## src/rtl/alu_mult_sequencer.sv

```systemverilog
// Shift-and-add 32x32 (low word) multiply sequenced on the shared ALU via req/gnt.
// Optional MULT_EARLY_TERM_EN skips zero multiplier bits and stops once no set bits remain.
module alu_mult_sequencer #(
  parameter int          DATA_WIDTH  = 32,
  parameter int          SHAMT_WIDTH = 5,
  parameter logic [3:0]  ALU_ADD     = 4'b0011,
  parameter logic [3:0]  ALU_SLL     = 4'b0111
) (
  input  logic                   clk_i,
  input  logic                   reset_i,
  input  logic                   start_i,
  input  logic [DATA_WIDTH-1:0]  multiplicand_i,
  input  logic [DATA_WIDTH-1:0]  multiplier_i,
  output logic                   busy_o,
  output logic                   done_o,
  output logic [DATA_WIDTH-1:0]  product_o,
  output logic                   alu_req_o,
  input  logic                   alu_gnt_i,
  output logic [3:0]             alu_op_o,
  output logic [DATA_WIDTH-1:0]  alu_a_o,
  output logic [DATA_WIDTH-1:0]  alu_b_o,
  output logic [SHAMT_WIDTH-1:0] alu_shamt_o,
  input  logic [DATA_WIDTH-1:0]  alu_result_i
);

  typedef enum logic [1:0] {S_IDLE, S_SHIFT, S_ADD} state_t;

  localparam logic [SHAMT_WIDTH-1:0] LAST_IDX = SHAMT_WIDTH'(DATA_WIDTH-1);

  state_t                 state_q, state_d;
  logic [SHAMT_WIDTH-1:0] idx_q, idx_d;
  logic [DATA_WIDTH-1:0]  acc_q, acc_d;
  logic [DATA_WIDTH-1:0]  partial_q, partial_d;
  logic [DATA_WIDTH-1:0]  mcand_q, mcand_d;
  logic [DATA_WIDTH-1:0]  mplier_q, mplier_d;
  logic [DATA_WIDTH-1:0]  product_q, product_d;
  logic                   done_q, done_d;
  logic                   add_finish;
`ifdef MULT_EARLY_TERM_EN
  // rem_q mirrors mplier >> idx so the remaining work is visible without a shifter.
  logic [DATA_WIDTH-1:0]  rem_q, rem_d;
`endif

  always_ff @(posedge clk_i) begin
    if (!reset_i) begin
      state_q   <= S_IDLE;
      idx_q     <= '0;
      acc_q     <= '0;
      partial_q <= '0;
      mcand_q   <= '0;
      mplier_q  <= '0;
      product_q <= '0;
      done_q    <= 1'b0;
`ifdef MULT_EARLY_TERM_EN
      rem_q     <= '0;
`endif
    end else begin
      state_q   <= state_d;
      idx_q     <= idx_d;
      acc_q     <= acc_d;
      partial_q <= partial_d;
      mcand_q   <= mcand_d;
      mplier_q  <= mplier_d;
      product_q <= product_d;
      done_q    <= done_d;
`ifdef MULT_EARLY_TERM_EN
      rem_q     <= rem_d;
`endif
    end
  end

`ifdef MULT_EARLY_TERM_EN
  assign add_finish = (idx_q == LAST_IDX) || ((rem_q >> 1) == '0);
`else
  assign add_finish = (idx_q == LAST_IDX);
`endif

  // ALU drive is decoded purely from registered state so it is stable all cycle.
  always_comb begin
    alu_req_o   = 1'b0;
    alu_op_o    = '0;
    alu_a_o     = '0;
    alu_b_o     = '0;
    alu_shamt_o = '0;
    case (state_q)
      S_SHIFT: begin
`ifdef MULT_EARLY_TERM_EN
        if (rem_q[0]) begin
`else
        begin
`endif
          alu_req_o   = 1'b1;
          alu_op_o    = ALU_SLL;
          alu_b_o     = mcand_q;
          alu_shamt_o = idx_q;
        end
      end
      S_ADD: begin
        alu_req_o = 1'b1;
        alu_op_o  = ALU_ADD;
        alu_a_o   = acc_q;
        alu_b_o   = mplier_q[idx_q] ? partial_q : '0;
      end
      default: ;
    endcase
  end

  always_comb begin
    state_d   = state_q;
    idx_d     = idx_q;
    acc_d     = acc_q;
    partial_d = partial_q;
    mcand_d   = mcand_q;
    mplier_d  = mplier_q;
    product_d = product_q;
    done_d    = 1'b0;
`ifdef MULT_EARLY_TERM_EN
    rem_d     = rem_q;
`endif
    case (state_q)
      S_IDLE: begin
        if (start_i) begin
          mcand_d  = multiplicand_i;
          mplier_d = multiplier_i;
          acc_d    = '0;
          idx_d    = '0;
          state_d  = S_SHIFT;
`ifdef MULT_EARLY_TERM_EN
          rem_d    = multiplier_i;
`endif
        end
      end
      S_SHIFT: begin
`ifdef MULT_EARLY_TERM_EN
        if (rem_q == '0) begin
          product_d = acc_q;
          done_d    = 1'b1;
          state_d   = S_IDLE;
        end else if (!rem_q[0]) begin
          idx_d = idx_q + 1'b1;
          rem_d = rem_q >> 1;
        end else if (alu_gnt_i) begin
          partial_d = alu_result_i;
          state_d   = S_ADD;
        end
`else
        if (alu_gnt_i) begin
          partial_d = alu_result_i;
          state_d   = S_ADD;
        end
`endif
      end
      S_ADD: begin
        if (alu_gnt_i) begin
          acc_d = alu_result_i;
          if (add_finish) begin
            product_d = alu_result_i;
            done_d    = 1'b1;
            state_d   = S_IDLE;
          end else begin
            idx_d   = idx_q + 1'b1;
            state_d = S_SHIFT;
`ifdef MULT_EARLY_TERM_EN
            rem_d   = rem_q >> 1;
`endif
          end
        end
      end
      default: state_d = S_IDLE;
    endcase
  end

  assign busy_o    = (state_q != S_IDLE);
  assign done_o    = done_q;
  assign product_o = product_q;

endmodule

```

## config.mk

```make
export PLATFORM = sky130hd
export DESIGN_NAME = alu_mult_sequencer
export DESIGN_NICKNAME = d
export VERILOG_FILES = /design/src/rtl/alu_mult_sequencer.sv
export SDC_FILE = /design/constraint.sdc
export NUM_CORES = 1
export LEC_CHECK = 0
export CAP_MARGIN = 20
export CORE_MARGIN = 8
export CORE_UTILIZATION = 44
export DETAILED_ROUTE_END_ITERATION = 12
export PLACE_DENSITY = 0.75
export SYNTH_ARGS = -nofsm -noshare
export SYNTH_HDL_FRONTEND = slang
export SYNTH_SLANG_ARGS = --single-unit
```

## constraint.sdc

```tcl
create_clock -name clk_i -period 3.8 [get_ports clk_i]
set_clock_uncertainty 0.15 [all_clocks]
set_input_delay 1.14 -clock clk_i [delete_from_list [all_inputs] [get_ports clk_i]]
set_output_delay 1.14 -clock clk_i [all_outputs]
set_load 0.05 [all_outputs]
```

==> impl_metrics.tcl <==
set metrics [dict create \
    setup_tns_ns 0 \
    rsz0062_at_grt "true" \
    synth_most_common_cell "nand2_1" \
    cts_buffers 17 \
    synth_common_cells "nand2_1, dfxtp_1, a21boi_0, clkbuf_1, and2_1" \
    cp_cell_sequence "buf_12 -> mux2i_1 -> mux4_2 -> a221oi_4 -> buf_6 -> a32o_2 -> buf_12" \
    drt_iter0_drc 376 \
    max_cap_violations 0 \
    postLayoutCoreUtil_pct 63.4 \
    synth_warnings 0 \
    grtUsageTotal_pct 20.9 \
    nets 1114 \
    drive_above_1_share_pct 15.3 \
    vias 6312 \
    via_per_inst 5.09 \
    fin_crit_ns 3.77 \
    critPathRequiredTime_ns 2.51 \
    crit_arrival_ns 2.48 \
    dr.pass1.iters 5 \
    yosysSeqAreaShare_pct 45.9 \
    ant_nets 0 \
    worst_setup_path_start_kind "register" \
    drc 0 \
    slew_headroom_pct 58.2 \
    drt-total-wl_um 22000 \
    critPathMaxFanout 16 \
    cts.sinks 168 \
    placedInstanceArea_sq_um 9740 \
    io_pins 208 \
    end_kind "output port" \
    power_mw 5.23 \
    antenna_found_initial 0 \
    core_sq_um 16400 \
    avgSynthCellArea_sq_um 8.73 \
    die_area_sq_um 21000 \
    synth-seq-cells 168 \
    use_met2_pct 30.9 \
    top_usage_layer "met2" \
    die_y_um 145 \
    area_growth_pct 41.9 \
    synth_area_leader_cell "dfxtp_1" \
    path_class "register to output port" \
    synth_edf_count 0 \
    final_cell_area_sq_um 10400 \
    synthFlopType "dfxtp_1" \
    ys_types 33 \
    place_hpwl_um 15800 \
    cpMaxStageDelayCell "mux4_2" \
    hp-class "register to register" \
    hold_buffers 0 \
    critical-path-max-stage-delay_ns 0.50 \
    netlist_instances 839 \
    slew_violations 0 \
    p_per_area_nw_per_um2 503 \
    grt_pass1_vias 6183 \
    grt_max_degree 90 \
    crit_path_frequent_cell "buf_12" \
    die_x_um 145 \
    synthTopCellsByArea "dfxtp_1, nand2_1, a21boi_0" \
    vdd_ir_drop_max_mv 0.312 \
    mappedNetlistNets 946 \
    power.leakage_nw 3.90 \
    clkTransAtPathRegs_ns 0.07 \
    status "finished, final reports clean" \
    worst_slew_pin_slew_ns 0.626 \
    cts_buffer_depth 2 \
    initial_core_util_pct 44.7 \
    grt_use_met3_pct 5.69 \
    finalSetupViolations 0 \
    cts_root_buf "clkbuf_16" \
    overflow 0 \
    wl_per_cell_um 17.8 \
    io_buffers 206 \
    async_flop_share_pct 0 \
    whs_ns 0.311 \
    synth_top_area_share_pct 45.9 \
    use_met1_pct 28.5 \
    place_congestion 0.791 \
    diodes 0 \
    period_share_pct 99.1 \
    grt_pass1_wl_um 35600 \
    num_rows 47 \
    hold_viol 0 \
    worstSkewPairLatency_ns 0.42 \
    max_freq_mhz 265 \
    cts_htree_levels 4 \
    cts_tree "built" \
    syn_area_sq_um 7330 \
]
-- critical path, delay by kind of cell (launching register included) --
family | cells | cell delay (ns)
muxes | 2 | 0.62
buffers and inverters | 3 | 0.53
DFF | 1 | 0.34
AOI/OAI and AO/OA | 2 | 0.56
-- per-stage QoR --
stage	worst slack, ns	instances
floorplan	0.452	839
CTS	-0.0866	1241
finish	0.0334	1240
detailed placement	0.237	1206
global placement	0.313	1206
global route	-0.0549	1240
-- cell usage in the layout (no fill, tap or decap), types with 2 or more instances in the layout --
cell | Yosys | routed
clkdlybuf4s50_1 | 0 | 141
buf_12 | 0 | 38
buf_6 | 4 | 2
nand3_1 | 2 | 2
xor2_1 | 2 | 2
and2_1 | 42 | 41
and3_1 | 4 | 4
a32o_2 | 30 | 32
inv_8 | 0 | 2
a22oi_1 | 32 | 32
mux2i_1 | 18 | 18
nand2b_1 | 2 | 2
nor2b_1 | 36 | 36
inv_6 | 0 | 7
inv_1 | 5 | 5
nand2_1 | 263 | 262
o21ai_0 | 2 | 2
buf_4 | 7 | 41
clkbuf_16 | 0 | 17
mux4_2 | 4 | 4
nor2_1 | 5 | 5
a21boi_0 | 130 | 130
bufinv_16 | 0 | 2
nand4_1 | 2 | 2
dfxtp_1 | 168 | 167
ha_1 | 7 | 7
-- power breakdown --
group | internal (mW) | switching (mW)
Clock | 1.01 | 0.762
Combinational | 0.519 | 0.858
Sequential | 1.95 | 0.137
-- worst paths after layout --
kind / startpoint / end / slack, ns / cells past startpoint
worst min register to register: product_o[12] / product_o[12] / 0.31 / 2
worst max-delay path: idx_q[1] / alu_b_o[25] / 0.03 / 7
worst min-delay path: product_o[12] / product_o[12] / 0.31 / 2
worst max register to register: idx_q[1] / product_o[29] / 1.38 / 8
-- final cells by class --
| cell class | instances | area [sq um] |
|---|---|---|
| flip-flops and latches | 168 | 3360 |
| inverters | 6 | 22.5 |
| repair buffers | 223 | 2530 |
| clock inverters | 13 | 156 |
| well taps | 220 | 275 |
| clock buffers | 19 | 443 |
| multi-input cells | 591 | 3600 |
| fillers | 1383 | 6010 |
-- flip-flops by register name, indices dropped and copies added (netlist names) --
register   count
acc_q         32
mcand_q       32
mplier_q      32
partial_q     32
product_o     32
idx_q          5
state_q        2
done_o         1
-- layer usage --
layer	vias up	wire [um]	share of wire, %
li1	3158	-	-
met1	2949	10400	47
met2	178	9710	44
met3	27	1590	7.2
met4	0	369	1.7
met5	-	0	0
-- timing repair --
item                                    4_1_cts  5_1_grt
resized for setup                             9        3
cloned                                        2        0
pin swaps                                    17        9
endpoints found under the setup margin       32       32
endpoints found under the hold margin         0        0
buffers inserted                              1        1
-- cell families after synthesis --
| group | Yosys count | share of synthesized area (%) |
|---|---|---|
| AND/OR/NAND/NOR | 357 | 21.3 |
| flip-flops | 168 | 45.9 |
| adder cells (fa/ha/maj) | 7 | 1.20 |
| multiplexers | 23 | 3.84 |
| buffers and inverters | 80 | 5.02 |
| other | 1 | 0.0512 |
| AO/OA/AOI/OAI | 200 | 22.3 |
| XOR/XNOR | 3 | 0.359 |
(Power assumes the default switching activity.)
